### config.mk
export PLATFORM = sky130hd
export DESIGN_NAME = router_pkt_tx
export DESIGN_NICKNAME = d
export VERILOG_FILES = /design/src/rtl/router_pkg.sv /design/src/rtl/router_parity_gen.sv /design/src/rtl/router_pkt_tx.sv
export SDC_FILE = /design/constraint.sdc
export NUM_CORES = 1
export LEC_CHECK = 0
export ABC_AREA = 1
export CAP_MARGIN = 0
export CORE_MARGIN = 2
export CORE_UTILIZATION = 45
export CTS_CLUSTER_DIAMETER = 200
export CTS_CLUSTER_SIZE = 24
export DETAILED_ROUTE_END_ITERATION = 12
export PLACE_DENSITY = 0.7
export SYNTH_ARGS = -nofsm -noshare
export SYNTH_HDL_FRONTEND = slang
export SYNTH_SLANG_ARGS = --single-unit
### constraint.sdc
create_clock -name clk -period 3.5 [get_ports clk]
set_clock_uncertainty 0.1 [all_clocks]
set_input_delay 0.525 -clock clk [delete_from_list [all_inputs] [get_ports clk]]
set_output_delay 0.525 -clock clk [all_outputs]
set_load 0.03 [all_outputs]
### src/rtl/router_pkg.sv
`default_nettype none
// router_pkg: shared widths, transmitter state encoding and header helpers for the router source side.
// Rev 1.0
package router_pkg;

  localparam int DATA_W   = 8;
  localparam int LEN_W    = 6;
  localparam int ADDR_W   = 2;
  localparam int NUM_DEST = 3;

  typedef enum logic [1:0] {
    ST_IDLE    = 2'd0,
    ST_HEADER  = 2'd1,
    ST_PAYLOAD = 2'd2,
    ST_PARITY  = 2'd3
  } tx_state_t;

  function automatic logic [DATA_W-1:0] make_header(input logic [LEN_W-1:0]  len,
                                                    input logic [ADDR_W-1:0] addr);
    return {len, addr};
  endfunction

  function automatic logic dest_legal(input logic [ADDR_W-1:0] addr);
    return int'(addr) < NUM_DEST;
  endfunction

endpackage
`default_nettype wire

### src/rtl/router_parity_gen.sv
`default_nettype none
// router_parity_gen: running XOR over the bytes of one packet; load seeds it with the header.
// Rev 1.0
module router_parity_gen
  import router_pkg::*;
(
  input  logic              clk,
  input  logic              resetn,
  input  logic              load,
  input  logic              en,
  input  logic [DATA_W-1:0] din,
  output logic [DATA_W-1:0] parity
);

  always_ff @(posedge clk or negedge resetn) begin
    if (!resetn) begin
      parity <= '0;
    end else if (load) begin
      parity <= din;
    end else if (en) begin
      parity <= parity ^ din;
    end
  end

endmodule
`default_nettype wire

### src/rtl/router_pkt_tx.sv
`default_nettype none
// router_pkt_tx: drives header, payload and parity bytes into the router input port, stalling on busy.
// Rev 1.0
module router_pkt_tx
  import router_pkg::*;
(
  input  logic              clk,
  input  logic              resetn,
  input  logic              start,
  input  logic [ADDR_W-1:0] dest_addr,
  input  logic [LEN_W-1:0]  pay_len,
  output logic              req_ready,
  input  logic [DATA_W-1:0] pl_data,
  input  logic              pl_valid,
  output logic              pl_ready,
  input  logic              busy,
  input  logic              abort,
  output logic              pkt_valid,
  output logic [DATA_W-1:0] data_out,
  output logic              tx_done,
  output logic              err_req,
  output logic              err_underrun
);

  tx_state_t         state, state_d;
  logic [LEN_W-1:0]  cnt, cnt_d;
  logic [DATA_W-1:0] data_d;
  logic              valid_d;
  logic              tx_done_d;
  logic              err_req_d;
  logic              underrun_d;
  logic              par_load;
  logic              par_en;
  logic [DATA_W-1:0] par_din;
  logic [DATA_W-1:0] parity;
  logic [DATA_W-1:0] hdr;
  logic [DATA_W-1:0] pay_byte;
  logic              req_legal;

  assign hdr       = make_header(pay_len, dest_addr);
  assign req_legal = dest_legal(dest_addr) && (pay_len != '0);
  assign req_ready = (state == ST_IDLE) && !busy;
  assign pl_ready  = ((state == ST_HEADER) || ((state == ST_PAYLOAD) && (cnt != '0))) && !busy;
  // A missing payload byte is replaced by zero so the packet length never changes.
  assign pay_byte  = pl_valid ? pl_data : '0;

  router_parity_gen u_parity (
    .clk    (clk),
    .resetn (resetn),
    .load   (par_load),
    .en     (par_en),
    .din    (par_din),
    .parity (parity)
  );

  always_ff @(posedge clk or negedge resetn) begin
    if (!resetn) begin
      state <= ST_IDLE;
    end else begin
      state <= state_d;
    end
  end

  always_comb begin
    state_d    = state;
    cnt_d      = cnt;
    data_d     = data_out;
    valid_d    = pkt_valid;
    tx_done_d  = 1'b0;
    err_req_d  = 1'b0;
    underrun_d = err_underrun;
    par_load   = 1'b0;
    par_en     = 1'b0;
    par_din    = pay_byte;

    if (abort) begin
      state_d = ST_IDLE;
      valid_d = 1'b0;
      data_d  = '0;
    end else begin
      case (state)
        ST_IDLE: begin
          if (start && req_ready) begin
            if (req_legal) begin
              state_d    = ST_HEADER;
              data_d     = hdr;
              valid_d    = 1'b1;
              cnt_d      = pay_len;
              par_load   = 1'b1;
              par_din    = hdr;
              underrun_d = 1'b0;
            end else begin
              err_req_d = 1'b1;
            end
          end
        end
        ST_HEADER: begin
          if (!busy) begin
            state_d = ST_PAYLOAD;
            data_d  = pay_byte;
            par_en  = 1'b1;
            cnt_d   = cnt - LEN_W'(1);
          end
        end
        ST_PAYLOAD: begin
          if (!busy) begin
            if (cnt != '0) begin
              data_d = pay_byte;
              par_en = 1'b1;
              cnt_d  = cnt - LEN_W'(1);
            end else begin
              state_d = ST_PARITY;
              data_d  = parity;
              valid_d = 1'b0;
            end
          end
        end
        ST_PARITY: begin
          if (!busy) begin
            state_d   = ST_IDLE;
            data_d    = '0;
            tx_done_d = 1'b1;
          end
        end
        default: state_d = ST_IDLE;
      endcase
    end

    if (pl_ready && !pl_valid) begin
      underrun_d = 1'b1;
    end
  end

  always_ff @(posedge clk or negedge resetn) begin
    if (!resetn) begin
      cnt          <= '0;
      data_out     <= '0;
      pkt_valid    <= 1'b0;
      tx_done      <= 1'b0;
      err_req      <= 1'b0;
      err_underrun <= 1'b0;
    end else begin
      cnt          <= cnt_d;
      data_out     <= data_d;
      pkt_valid    <= valid_d;
      tx_done      <= tx_done_d;
      err_req      <= err_req_d;
      err_underrun <= underrun_d;
    end
  end

endmodule
`default_nettype wire

==> results of run 1 <==
## layer usage
metal	share of wire [%]	GRT usage (%)	wire length, um
met1	50	27.2	2290
met2	45	34.0	2060
met3	3.5	2.45	160
met4	2.0	7.05	91
met5	0	0	0
## metrics by stage
step	util, %	cells	hold WS, ps	worst slack, ps
finish	56.9	382	389	719
global route	56.9	382	429	554
CTS	56.9	382	396	709
detailed placement	55.2	378	368	935
global placement	55.2	378	364	939
floorplan	-	296	129	1690
## area by class of cell
class	count	area share, %
Clock buffer	3	1.69
Clock inverter	1	1.23
Inverter	44	6.76
Multi-Input combinational cell	218	44.3
Sequential cell	28	28.7
Tap cell	52	2.66
Timing Repair Buffer	36	14.7
## path summary, 6_finish.rpt
check	cells after the start	endpoint	slack (ps)	start
max	7	pl_ready	720	state[0]
min	2	data_out[5]	390	data_out[5]
max reg2reg	9	u_parity.parity[2]	1430	state[0]
min reg2reg	2	data_out[5]	390	data_out[5]
max in group asynchronous	2	cnt[5]	2500	resetn
min in group asynchronous	2	pkt_valid	520	resetn
## power breakdown
part           internal, mW  total [mW]  switching [mW]
Clock                 0.154       0.268           0.115
Combinational         0.402        1.11           0.706
Sequential            0.453       0.541          0.0882
## state kept, by name, summed over array words and instances (netlist names)
name and count:
cnt 6, pkt_valid 1, u_parity.parity 8, data_out 8, tx_done 1, err_req 1
state 2, err_underrun 1
## cells in the mapped netlist (all sizes together)
master,count,area [um^2]
a21oi,4,20.0
nand3b,1,7.51
o21ai,11,55.1
nor2,16,93.8
ha,6,75.1
o31ai,2,15.0
dfrtp,28,701
xnor2,2,17.5
nor3,3,15.0
clkbuf,3,11.3
buf,3,27.5
nand3,43,250
nand2,124,495
inv,43,161
or2,6,37.5
clkinv,1,3.75
## worst register-to-register path, stage by stage (launching register included)
cell,delay [ps]
dfrtp_1,440
inv_1,140
ha_1,260
nand3_4,130
nor2_8,180
nand3_4,250
nand2_4,260
nand3_1,100
nand2_1,90
inv_1,40
## cells by family (layout without fill, tap and decap cells)
group	count (synthesis)	count (layout)	share of synthesized area, %
xor gates and xnor gates	2	2	0.882
buffers and inverters	50	84	10.3
DFF	28	28	35.3
AOI/OAI and AO/OA	17	17	4.53
and+or+nand+nor	193	193	45.3
adders and majority gates	6	6	3.78
==> results.json, run 1 <==
{
  "max_slew.worst_pin.slew_ps": 497,
  "synth-seq-area-share_pct": 35.3,
  "tns_ps": 0,
  "n_antenna_cell": 0,
  "period_needed_ps": 2780,
  "numClockSinks": 28,
  "vias": 1859,
  "place_area_um2": 2370,
  "io_pins": 36,
  "first_pass_iters": 4,
  "crit_buf_inv": 3,
  "worst_ir_drop_vdd_mv": 0.427,
  "hold_viol": 0,
  "die_x_um": 70.5,
  "p_per_area_nw_per_um2": 785,
  "dp_hpwl_mm": 3.46,
  "cts_resized": 0,
  "p_total_mw": 1.92,
  "wl_per_cell_um": 12.0,
  "start_util_pct": 46.3,
  "fmaxAchievable_mhz": 360,
  "cp.required_ps": 2870,
  "ys_ff_latch": 28,
  "worstPathCellList": "inv_1 -> ha_1 -> nand2_2 -> nand2_4 -> nand2_1 -> inv_1 -> clkdlybuf4s50_1",
  "post-cts-setup-buffers": 0,
  "critical_path_class": "flop to primary output",
  "maxSlewHeadroom_pct": 66.8,
  "grt_pass1_vias": 1778,
  "fin_area_um2": 2440,
  "antenna_found_initial": 0,
  "cts_hold_buf": 0,
  "power_leakage_nw": 1.34,
  "synthCells": 296,
  "layout_commonest_cell": "nand2_1",
  "cts_root_buf": "clkbuf_8",
  "run_status": "complete, no violations",
  "ys_types": 25,
  "die-area_um2": 4960,
  "max_cap_viol_count": 0,
  "hold_path.class": "flop to flop",
  "critical-path-slowest-cell": "clkdlybuf4s50_1",
  "multi_input_area_um2": 1080,
  "track_usage_pct": 20.4,
  "rows": 24,
  "cp_common_cell": "inv_1",
  "syn-num-nets": 324,
  "finalSetupViolCount": 0,
  "drtIter0Drc": 112,
  "wl_mm": 4.60,
  "cp_max_fo": 10,
  "syn_area_per_cell_um2": 6.71,
  "clk_path_buf_depth": 2,
  "numCtsBuffers": 3,
  "layout_common_cells": "nand2_1, inv_1, nand3_1",
  "max_stage_delay_ps": 650,
  "final_max_slew_viol_count": 0,
  "synth_area_um2": 1990,
  "clk_pin_slew_worst_paths_ps": 110,
  "core_region_area_um2": 4290,
  "critPathLaunchType": "flop",
  "drc": 0,
  "ys_warn_count": 0,
  "htree_levels": 1,
  "place.gp.congestion": 0.894,
  "grt_overflow": 0,
  "avgViaCountPerCell": 4.87,
  "fill_cells": 434,
  "portBuffers": 35,
  "grt_start_max_net_pins": 29,
  "ant_nets": 0,
  "syn2layout_area_growth_pct": 22.9,
  "cts_tree": "done",
  "grt_pass1_wl_mm": 8.16,
  "final_layout_size_suffix_gt1_share_pct": 8.48,
  "rsz0062_at_grt": "no",
  "cp_top_family": "buffers and inverters",
  "worstPathArrival_ps": 2160,
  "die_h_um": 70.5,
  "fin_crit_sh_pct": 79.5,
  "crit_path_end_kind": "primary output",
  "register_area_um2": 701,
  "layout.nets": 359,
  "clock_latency_ps": 280
}
Power figures use the tool's default switching activity.
==> run 2, diff against run 1 <==
- PLACE_DENSITY: 0.7 -> 0.73
- clock period: 3.5 -> 2.4 ns (I/O delays scaled with it)
==> results.json, run 2 (synthesis gave the netlist of run 1 again) <==
{
  "die-area_um2": 4960,
  "fill_cells": 396,
  "cp_common_cell": "inv_1",
  "io_pins": 36,
  "r2r_end": "data_out[4]",
  "run_status": "complete, no violations",
  "multi_input_area_um2": 1080,
  "switchingPower_mw": 1.32,
  "final_max_slew_viol_count": 0,
  "reg_top3": "data_out x8, u_parity.parity x8, cnt x6",
  "cp_max_fo": 5,
  "rows": 24,
  "critical_path_class": "flop to primary output",
  "seq_power_share_pct": 28.0,
  "die_h_um": 70.5,
  "rr_worst_depth": 9,
  "rsz0062_at_grt": "no",
  "start_util_pct": 46.3,
  "power.share.clock_pct": 13.4,
  "avgViaCountPerCell": 4.88,
  "p_total_mw": 2.80,
  "dp_hpwl_mm": 3.46,
  "r2r_start": "state[0]",
  "worstPathArrival_ps": 1770,
  "numClockSinks": 28,
  "crit_buf_inv": 3,
  "ant_nets": 0,
  "path_depth": 7,
  "cts_root_buf": "clkbuf_8",
  "maxSlewHeadroom_pct": 70.1,
  "wl_mm": 4.59,
  "critPathCapture": "pl_ready",
  "critical-path-slowest-cell": "dfrtp_1",
  "wl_per_cell_um": 11.9,
  "p_int_mw": 1.49,
  "reg2reg_slack_ps": 420,
  "drc": 0,
  "clock_latency_ps": 270,
  "post-cts-setup-buffers": 0,
  "max_stage_delay_ps": 440,
  "crit_path_end_kind": "primary output",
  "cp.required_ps": 1940,
  "grt_pass1_wl_mm": 8.07,
  "grt_overflow": 0,
  "drtIter0Drc": 72,
  "finalSetupViolCount": 0,
  "register_area_um2": 701,
  "critPathLaunchType": "flop",
  "place.gp.congestion": 0.886,
  "clk_pin_slew_worst_paths_ps": 100,
  "hold_viol": 0,
  "power_leakage_nw": 1.37,
  "combPwrFrac_pct": 58.6,
  "final_layout_size_suffix_gt1_share_pct": 10.1,
  "first_pass_iters": 5,
  "cp_top_family": "buffers and inverters",
  "fin_area_um2": 2480,
  "clk_path_buf_depth": 2,
  "htree_levels": 1,
  "grt_pass1_vias": 1788,
  "fmaxAchievable_mhz": 448,
  "layout_commonest_cell": "nand2_1",
  "die_x_um": 70.5,
  "numCtsBuffers": 3,
  "portBuffers": 35,
  "worstPathCellList": "inv_1 -> ha_1 -> nand2_2 -> nand2_4 -> nand2_1 -> inv_1 -> clkdlybuf4s15_1",
  "max_cap_viol_count": 0,
  "grt_start_max_net_pins": 29,
  "worst_ir_drop_vdd_mv": 0.431,
  "antenna_found_initial": 0,
  "hold_path.class": "input pin to asynchronous set/reset pin",
  "n_antenna_cell": 0,
  "period_needed_ps": 2230,
  "layout_common_cells": "nand2_1, inv_1, nand3_1",
  "p_sw_share_pct": 46.9,
  "track_usage_pct": 19.9,
  "syn2layout_area_growth_pct": 24.9,
  "startpoint": "state[0]",
  "max_slew.worst_pin.slew_ps": 447,
  "tns_ps": 0,
  "core_region_area_um2": 4290,
  "vias": 1889,
  "p_per_area_nw_per_um2": 1130,
  "place_area_um2": 2410,
  "layout.nets": 364,
  "fin_crit_sh_pct": 93.1,
  "cts_tree": "done"
}
-- run 2: changes by cell type in the layout (fill, tap and decap cells not counted), sizes merged --
cell           delta
buf               +5
clkdlybuf4s50     -2
dlygate4sd2       +1
clkdlybuf4s15     +1
-- run 2: through the flow --
stage	hold WS (ps)	util, %	instances	setup slack, ps
floorplan	-35.6	-	296	637
global placement	362	56.1	383	171
detailed placement	368	56.1	383	142
CTS	370	57.7	387	111
global route	385	57.8	387	0.0837
finish	358	57.8	387	166
-- run 2: what timing repair did --
item / CTS / global route
resized for setup: 2 / 2
hold buffers: 0 / 0
hold endpoints to repair: 0 / 0
endpoints found under the setup margin: 2 / 1
pin swaps: 0 / 0
-- run 2: cell type report --
type | count | area share [%]
multi-input cells | 218 | 43.7
flip-flops and latches | 28 | 28.2
repair buffers | 41 | 15.9
inverters | 44 | 6.66
well taps | 52 | 2.62
clock buffers | 3 | 1.66
clock inverters | 1 | 1.21
-- run 2: how the worst min path moves through the flow --
stage | startpoint | slack (ps) | end | depth (start not counted)
finish | resetn | 360 | cnt[0] | 2
global route | resetn | 390 | cnt[0] | 2
CTS | resetn | 370 | cnt[0] | 2
detailed placement | data_out[0] | 370 | data_out[0] | 2
global placement | data_out[7] | 360 | data_out[7] | 2
floorplan | resetn | -40 | cnt[0] | 0
-- run 2: worst register-to-register path, stage by stage, from the launching register on --
cell	delay (ps)
dfrtp_1	440
inv_1	140
ha_1	260
nand3_4	130
nand3b_1	180
nand2_1	160
nand2_2	100
nor2_4	190
nand3_1	150
nand2_1	80
-- run 2: power by group through the flow --
| stage | clock (mW) | combinational, mW | sequential [mW] |
|---|---|---|---|
| final | 0.375 | 1.64 | 0.784 |
| after global routing | 0.399 | 1.87 | 0.809 |
| after CTS | 0.385 | 1.64 | 0.783 |
| after detailed placement | 0 | 1.65 | 0.791 |
| after global placement | 0 | 1.62 | 0.789 |
| after floorplan | 0 | 1.07 | 0.905 |
-- run 2: per-layer routing --
layer / vias up / track usage (%) / routed length [um]
li1: 992 / - / -
met3: 4 / 1.88 / 198
met2: 46 / 32.9 / 2150
met1: 847 / 28.0 / 2200
met4: 0 / 5.13 / 44
met5: - / 0 / 0
==> run 3, diff against run 2 <==
- PLACE_DENSITY: 0.73 -> 0.7
- SYNTH_HIERARCHICAL: not set -> 1
- clock period: 2.4 -> 2.87 ns (I/O delays scaled with it)
==> results.json, run 3 <==
{
  "io_pins": 36,
  "synthFlopType": "dfrtp_1",
  "core_region_area_um2": 4350,
  "vias": 1953,
  "cts_root_buf": "clkbuf_8",
  "p_int_mw": 1.18,
  "seq_power_share_pct": 30.7,
  "portBuffers": 35,
  "fin_ws_ps": 356,
  "synth_edf_count": 0,
  "dpl_worst_slack_ps": 404,
  "hold_depth": 2,
  "maxSlewHeadroom_pct": 72.4,
  "die_x_um": 71.1,
  "dp_hpwl_mm": 3.78,
  "die_h_um": 71.1,
  "synth_commonest_cells": "nand2_1, nor2_1, inv_1, dfrtp_1",
  "ys_ff_latch": 28,
  "layout.nets": 369,
  "place.gp.congestion": 0.873,
  "hold_viol": 0,
  "cp.required_ps": 2340,
  "rows": 24,
  "reg_top3": "data_out x8, u_parity/parity x8, cnt x6",
  "synth-seq-area-share_pct": 34.6,
  "grt_pass1_vias": 1851,
  "antenna_found_initial": 0,
  "final_cells": 392,
  "numClockSinks": 28,
  "synth.most_common_cell": "nand2_1",
  "power_leakage_nw": 1.27,
  "synth_area_um2": 2020,
  "p_sw_share_pct": 45.8,
  "run_status": "complete, no violations",
  "drtIter0Drc": 131,
  "grt_pass1_wl_mm": 8.63,
  "p_per_area_nw_per_um2": 862,
  "fin_crit_sh_pct": 87.6,
  "fin_area_um2": 2520,
  "synth_top_area_share_pct": 34.6,
  "avgViaCountPerCell": 4.98,
  "fmaxAchievable_mhz": 398,
  "ys_async_sr_fraction_pct": 100,
  "synth_top_cell_by_area": "dfrtp_1",
  "numCtsBuffers": 3,
  "wl_per_cell_um": 13.0,
  "cp_max_fo": 5,
  "crit_path_end_kind": "primary output",
  "max_slew.worst_pin.slew_ps": 414,
  "max_cap_viol_count": 0,
  "cts_resized": 0,
  "critPathLaunchType": "flop",
  "final_layout_size_suffix_gt1_share_pct": 9.12,
  "n_antenna_cell": 0,
  "rr_worst_depth": 13,
  "grt_start_max_net_pins": 29,
  "rsz0062_at_grt": "no",
  "ys_types": 31,
  "track_usage_pct": 21.4,
  "switchingPower_mw": 0.993,
  "start_util_pct": 46.5,
  "first_pass_iters": 4,
  "die-area_um2": 5050,
  "critical_path_class": "flop to primary output",
  "layout_commonest_cell": "nand2_1",
  "combPwrFrac_pct": 54.6,
  "clk_path_buf_depth": 2,
  "cts_hold_buf": 0,
  "tns_ps": 0,
  "grt_overflow": 0,
  "dp.cells": 388,
  "finalSetupViolCount": 0,
  "htree_levels": 1,
  "hold_path.class": "flop to flop",
  "wl_mm": 5.08,
  "drc": 0,
  "power.share.clock_pct": 14.7,
  "worstPathArrival_ps": 1980,
  "ant_nets": 0,
  "syn-num-nets": 330,
  "post-cts-setup-buffers": 0,
  "layout_common_cells": "nand2_1, nor2_1, inv_1",
  "ys_warn_count": 6,
  "clock_latency_ps": 270,
  "cts_tree": "done",
  "worst_ir_drop_vdd_mv": 0.456,
  "syn2layout_area_growth_pct": 24.3,
  "period_needed_ps": 2510,
  "final_max_slew_viol_count": 0,
  "synthCells": 302,
  "syn_area_per_cell_um2": 6.70,
  "p_total_mw": 2.17,
  "clk_pin_slew_worst_paths_ps": 100,
  "place_area_um2": 2440,
  "ys_top_cells_by_area": "dfrtp_1, nand2_1, nor2_1, inv_1, nand4_1"
}
[run 3: changes by cell type in the layout (fill, tap and decap cells not counted), moves of 5 or more]
| cell | before | now |
|---|---|---|
| nand2_1 | 118 | 84 |
| a21oi_1 | 4 | 11 |
| nand4_1 | 0 | 16 |
| o21ai_0 | 11 | 16 |
| o21ai_1 | 0 | 8 |
| nor2_1 | 12 | 51 |
| nand3_1 | 39 | 8 |
[run 3: per-layer routing]
| metal | up-vias | track usage, % | wire length (um) |
|---|---|---|---|
| met1 | 862 | 30.5 | 2430 |
| met3 | 7 | 2.99 | 272 |
| met4 | 0 | 7.55 | 79 |
| li1 | 1028 | - | - |
| met2 | 56 | 33.4 | 2300 |
| met5 | - | 0 | 0 |
[run 3: cells by family after synthesis]
| family | share of synthesized area (%) |
|---|---|
| flops | 34.6 |
| buf+inv | 10.4 |
| fa+ha+maj | 3.71 |
| compound gates | 9.02 |
| xor+xnor | 1.30 |
| simple gates | 40.9 |
[run 3: worst paths after layout]
path                                      end       from  slack [ps]
hold / removal                      pkt_valid  pkt_valid         370
hold reg to reg                     pkt_valid  pkt_valid         370
max in group asynchronous             tx_done     resetn        1980
setup reg to reg           u_parity/parity[3]   state[0]         620
setup / recovery                    req_ready   state[0]         360
min in group asynchronous  u_parity/parity[3]     resetn         420
[run 3: power by group through the flow]
stage / sequential [mW] / clock (mW) / combinational (mW)
after floorplan: 0.726 / 0 / 0.776
after global placement: 0.667 / 0 / 1.15
after detailed placement: 0.671 / 0 / 1.17
after CTS: 0.662 / 0.328 / 1.18
after global routing: 0.687 / 0.340 / 1.34
final: 0.665 / 0.319 / 1.18
[run 3: cell type report]
cell class                 instances  area [um^2]
clock buffer                       3         41.3
clock inverter                     1         30.0
fill                             419         1840
inverter                          43          164
multi-input combinational        224         1120
sequential                        28          701
tap                               52         65.1
timing repair buffer              41          398
[run 3: metrics by stage]
stage | hold slack (ps) | util (%)
after floorplan | 34.9 | -
after global placement | 355 | 56.0
after detailed placement | 359 | 56.0
after CTS | 384 | 57.6
after global routing | 418 | 57.8
final | 374 | 57.8
[run 3: worst max-delay path, cell delays in order (launching register included)]
cell and delay, ps:
dfrtp_1 440, inv_1 140, ha_1 250, nand2_1 140, inv_1 80, clkdlybuf4s50_1 660
